### config.mk
export PLATFORM = sky130hd
export DESIGN_NAME = btn_conditioner
export DESIGN_NICKNAME = d
export VERILOG_FILES = /design/src/rtl/btn_conditioner.sv
export SDC_FILE = /design/constraint.sdc
export NUM_CORES = 1
export LEC_CHECK = 0
export CORE_MARGIN = 2
export CORE_UTILIZATION = 50
export CTS_CLUSTER_DIAMETER = 30
export DETAILED_ROUTE_END_ITERATION = 6
export GPL_TIMING_DRIVEN = 0
export PLACE_DENSITY = 0.76
export SLEW_MARGIN = 10
export SYNTH_ARGS = -nofsm -noshare
export SYNTH_HDL_FRONTEND = slang
export SYNTH_SLANG_ARGS = --single-unit
export TNS_END_PERCENT = 20
### constraint.sdc
create_clock -name CLK -period 2.7 [get_ports CLK]
set_input_delay 0.27 -clock CLK [delete_from_list [all_inputs] [get_ports CLK]]
set_output_delay 0.27 -clock CLK [all_outputs]
set_load 0.01 [all_outputs]
### src/rtl/btn_conditioner.sv
// Debounced push-button conditioner: per-channel 2-flop sync,
// 4-state debounce FSM, registered level and press/release pulses.
module btn_conditioner #(
  parameter int N_BTN           = 3,
  parameter int DEBOUNCE_CYCLES = 12000
) (
  input  logic             CLK,
  input  logic             RST,
  input  logic [N_BTN-1:0] btn_raw,
  output logic [N_BTN-1:0] btn_level,
  output logic [N_BTN-1:0] btn_press,
  output logic [N_BTN-1:0] btn_release
);

  localparam int CW = $clog2(DEBOUNCE_CYCLES + 1);
  localparam logic [CW-1:0] CNT_ONE  = CW'(1);
  localparam logic [CW-1:0] CNT_LAST = CW'(DEBOUNCE_CYCLES - 1);

  typedef enum logic [1:0] {
    STABLE_LO,
    WAIT_HI,
    STABLE_HI,
    WAIT_LO
  } state_t;

  logic [N_BTN-1:0] r_s1;
  logic [N_BTN-1:0] r_s2;
  state_t           r_state     [N_BTN];
  state_t           w_state_nxt [N_BTN];
  logic [CW-1:0]    r_cnt       [N_BTN];
  logic [CW-1:0]    w_cnt_nxt   [N_BTN];
  logic [N_BTN-1:0] r_level;
  logic [N_BTN-1:0] r_press;
  logic [N_BTN-1:0] r_release;
  logic [N_BTN-1:0] w_level;
  logic [N_BTN-1:0] w_press;
  logic [N_BTN-1:0] w_release;

  // Two-flop synchronizer: the only consumer of the raw pins.
  always_ff @(posedge CLK) begin
    if (RST) begin
      r_s1 <= '0;
      r_s2 <= '0;
    end else begin
      r_s1 <= btn_raw;
      r_s2 <= r_s1;
    end
  end

  // Next state, counter and output pulses for every channel.
  always_comb begin
    for (int i = 0; i < N_BTN; i++) begin
      w_state_nxt[i] = r_state[i];
      w_cnt_nxt[i]   = '0;
      w_press[i]     = 1'b0;
      w_release[i]   = 1'b0;
      unique case (r_state[i])
        STABLE_LO: begin
          if (r_s2[i]) begin
            w_state_nxt[i] = WAIT_HI;
            w_cnt_nxt[i]   = CNT_ONE;
          end
        end
        WAIT_HI: begin
          if (!r_s2[i]) begin
            w_state_nxt[i] = STABLE_LO;
          end else if (r_cnt[i] == CNT_LAST) begin
            w_state_nxt[i] = STABLE_HI;
            w_press[i]     = 1'b1;
          end else begin
            w_cnt_nxt[i] = r_cnt[i] + CNT_ONE;
          end
        end
        STABLE_HI: begin
          if (!r_s2[i]) begin
            w_state_nxt[i] = WAIT_LO;
            w_cnt_nxt[i]   = CNT_ONE;
          end
        end
        WAIT_LO: begin
          if (r_s2[i]) begin
            w_state_nxt[i] = STABLE_HI;
          end else if (r_cnt[i] == CNT_LAST) begin
            w_state_nxt[i] = STABLE_LO;
            w_release[i]   = 1'b1;
          end else begin
            w_cnt_nxt[i] = r_cnt[i] + CNT_ONE;
          end
        end
      endcase
      w_level[i] = (w_state_nxt[i] == STABLE_HI) ||
                   (w_state_nxt[i] == WAIT_LO);
    end
  end

  // FSM state, counters and registered outputs.
  always_ff @(posedge CLK) begin
    if (RST) begin
      for (int i = 0; i < N_BTN; i++) begin
        r_state[i] <= STABLE_LO;
        r_cnt[i]   <= '0;
      end
      r_level   <= '0;
      r_press   <= '0;
      r_release <= '0;
    end else begin
      for (int i = 0; i < N_BTN; i++) begin
        r_state[i] <= w_state_nxt[i];
        r_cnt[i]   <= w_cnt_nxt[i];
      end
      r_level   <= w_level;
      r_press   <= w_press;
      r_release <= w_release;
    end
  end

  assign btn_level   = r_level;
  assign btn_press   = r_press;
  assign btn_release = r_release;

endmodule

==> metrics list <==
- The flow ran to the end, and the final reports show no timing, DRC or antenna violations.
- Drc violations: 0
- Count of port buffers added during placement: 13
* Non-Filler Instances: 369
* Min-delay src: r_s1[1]$_SDFF_PP0_
- The first global-routing pass estimated 7450 um of wire.
- In the global route stage, overall resource usage came out at 0.178.
* Resize count post-CTS: 0
- At the end of routability-driven placement, the weighted congestion stood at just over 0.8.
- Overall die height: approximately 76 um
* Maxcap violations: 0
- I/O pin count: 14
* Remaining Overflow, GRT: 0
* Die Area: roughly 5700 um^2
- Number of violations reported at the end of detailed-routing iteration 0: 67
- Final net count: between 300 and 400
* Max stage delay on crit path: around 0.52 ns
* Post-DR wirelength/cell: about 12 um
- The analysis attributes to net switching a power of roughly 360 uW.
- Critical Path Sink Type: flop
- Before CTS, the worst setup slack after placement is around 0.56 ns.
- In this run, synthesis inferred 0 flip-flops with an integrated enable.
* Main synth FF type: sky130_fd_sc_hd__dfxtp_1
* Seq cells post-synth: between 60 and 70
- Entering global routing, the biggest net connects 11 pins.
- The hold violation total from the final report was 0.
* Initial cell density of the core: 0.511
* Startpoint of the most critical setup path: r_cnt[0][14]$_SDFF_PP0_
- The signal on the critical path passes through ha_1, and4_4, and4_1, buf_2, or4b_4, buf_6, nor2_1.
* Clock share of power: 0.519
- Dominant cell by count in the synthesized netlist: sky130_fd_sc_hd__dfxtp_1
* Proportion of power drawn by flip-flops and latches: 0.470
- Category of the most critical setup path: reg -> reg
- Based on the critical path, the design can be clocked at up to just under 0.5 GHz.
- The die is about 76 um wide.
- Setup repair after global routing left no endpoint under its margin.
- After floorplanning, the core was divided into 26 placement rows.
* Final Slew Violations: 0
* CTS hold repair buffers: 0
- Startpoint types: flop
- The internal power of the cells totals 1620 uW.
* Synthesized area: about 2600 um^2
* Layout Area Growth over Synthesis: 18.3%
- Clock-pin slew was measured on the worst setup and hold paths at 0.06 ns.
* Number of different library cells in the post-synthesis netlist: 36
- The largest individual stage delay along the critical path comes from the cell sky130_fd_sc_hd__or4b_4.
- Cell area reported after detailed placement: 2800 um^2
- Of the available clock period, the critical path in the final layout requires 0.750.
- Clock tree root buffer cell: sky130_fd_sc_hd__clkbuf_8
- In the routed layout, each cell is associated on average with a via count of 5.19.
- CP Data Arrival Time: 2.30 ns
- Antenna violations before repair: 0
* Async S/R FF share, synth: 0
- Of the total power, the share spent switching nets is 0.181.
* TritonCTS clock tree: yes
- For the worst-skew pair, the clock arrives at the later sink with an insertion delay of 0.34 ns.
* Setup-failing EPs final: 0
- Of the post-synthesis cell area, the dominant cell type holds 0.481.
- Critical Path Fanout Max: 10
- Maximum buffer depth of the clock tree: 2
* Half-perimeter wire length after detailed placement: around 3100 um
- Sequential share of the synthesized area: 0.481
- TritonCTS created 9 clock buffers.
- N_diodes: 0
* Type of the most critical hold path: reg -> reg
* Fraction of final layout cells sized beyond drive strength 1: 0.107
* H-tree Lvls: 3
* Average footprint of a synthesized cell: about 9.5 um^2
* Post-Syn Nets: between 200 and 300
* Leading cell types by count after synthesis: sky130_fd_sc_hd__dfxtp_1, sky130_fd_sc_hd__nor2_1, sky130_fd_sc_hd__nand2_1, sky130_fd_sc_hd__xnor2_1, sky130_fd_sc_hd__xor2_1
- The finished cells cover 3050 um^2.
- For this design the ratio of total power to cell area is ~650 nW/um^2.
- Number of routed nets with antenna violations: 0
* Num Clock Sinks: 62
- The final route contains ~1900 vias.
* Syn. warnings: 0
* Largest area contributor in the synthesized netlist: sky130_fd_sc_hd__dfxtp_1
- The worst path meets setup with a little under 0.7 ns of slack.
* Gate count of the mapped netlist: between 200 and 300
- Across all hold checks on the routed design, the worst slack comes to roughly 0.44 ns.
- Post-route setup TNS: 0 ns
- Startpoint of the most critical register-to-register path: r_cnt[0][14]$_SDFF_PP0_
* Share of power burned in combinational logic: 0.011
- Skew final: between 0.005 and 0.006 ns
- After detailed routing, the total wire length is between 4000 and 5000 um.
- At the pin with the least slew margin, the transition time is about 0.43 ns.
- In this run, placement finished with an instance count of about 350.
* Area of the core: around 5000 um^2
- Area contributors post-synth: sky130_fd_sc_hd__dfxtp_1, sky130_fd_sc_hd__xnor2_1, sky130_fd_sc_hd__nor2_1, sky130_fd_sc_hd__xor2_1, sky130_fd_sc_hd__nand4_1
- For this run, the detailed router's first-pass iteration total came to 4.
* Worst-case vdd ir drop: between 0.4 and 0.5 mV
- Measured against its own limit, the worst slew margin works out to 0.709.
* Vias in the first global route: roughly 1700
* Data required time at the worst endpoint: approximately 3.0 ns
- In this run the post-CTS setup repair buffer count came out at 0.
- Tmin final: between 2 and 2.5 ns
- Static Leak: approximately 0.0011 uW
[kinds of logic after synthesis]
group | synth area share
simple gates | 0.298
flops | 0.481
xor+xnor | 0.126
compound gates | 0.0500
buf+inv | 0.0301
fa+ha+maj | 0.0146
[power groups by stage]
stage,combinational (uW),clock (uW),sequential [uW]
finish,21.5,1030,927
global route,24.5,1090,927
CTS,21.7,1050,927
detailed placement,21.6,0,947
floorplan,12.4,0,946
global placement,20.7,0,947
[cell type report]
class,count,area (um^2)
fill,439,1990
multi-input combinational,195,1260
sequential,62,1240
clock buffer,12,165
timing repair buffer,13,130
clock inverter,3,90.1
tap,70,87.6
buffer,7,51.3
inverter,7,26.3
[cell usage in the layout (no fill, tap or decap), drive strengths merged]
cell and count:
inv 6, and4 6, o21ai 1, nor4b 1, nor3b 6, a21oi 7, or3 1, xnor2 19
nand2 19, xor2 18, nand4 13, bufinv 3, or4 1, nor4 5, clkdlybuf4s50 13, nor2 42
nor2b 8, and2 2, o21a 3, and3 2, or4b 3, a31o 1, nand3b 1, ha 3
dfxtp 62, or2 1, a211oi 1, clkinv 1, nor3 10, a21bo 1, nand3 16, a41o 4
clkbuf 12, buf 7
[sequential cells by signal, indices dropped and copies added, names as in the netlist]
register and count:
r_s2 3, btn_press 3, btn_level 3, r_state 5, btn_release 3, r_cnt 42, r_s1 3
[worst paths after layout]
path,to,slack [ns],depth (start not counted)
worst max register to register,r_cnt[0][24]$_SDFF_PP0_,0.68,7
worst max-delay path,r_cnt[0][24]$_SDFF_PP0_,0.68,7
worst min register to register,r_s2[1]$_SDFF_PP0_,0.44,1
worst min-delay path,r_s2[1]$_SDFF_PP0_,0.44,1
[through the flow]
step,utilization,power (uW)
after floorplan,-,958
after global placement,0.555,968
after detailed placement,0.555,969
after CTS,0.605,2000
after global routing,0.605,2040
final,0.605,1970
[critical path: cells and delay by family (launching register included)]
family / cells / cell delay (ns)
AND/OR/NAND/NOR: 4 / 1.04
flip-flops: 1 / 0.35
buffers and inverters: 2 / 0.32
adder cells (fa/ha/maj): 1 / 0.26
[per-layer routing]
layer / wire [um] / up-vias / GRT usage
li1: - / 985 / -
met3: 184 / 8 / 0.0926
met1: 1960 / 892 / 0.200
met2: 2270 / 30 / 0.284
met5: 0 / - / 0
met4: 97 / 0 / 0.0760
No activity file was read; power rests on OpenSTA's default activity.
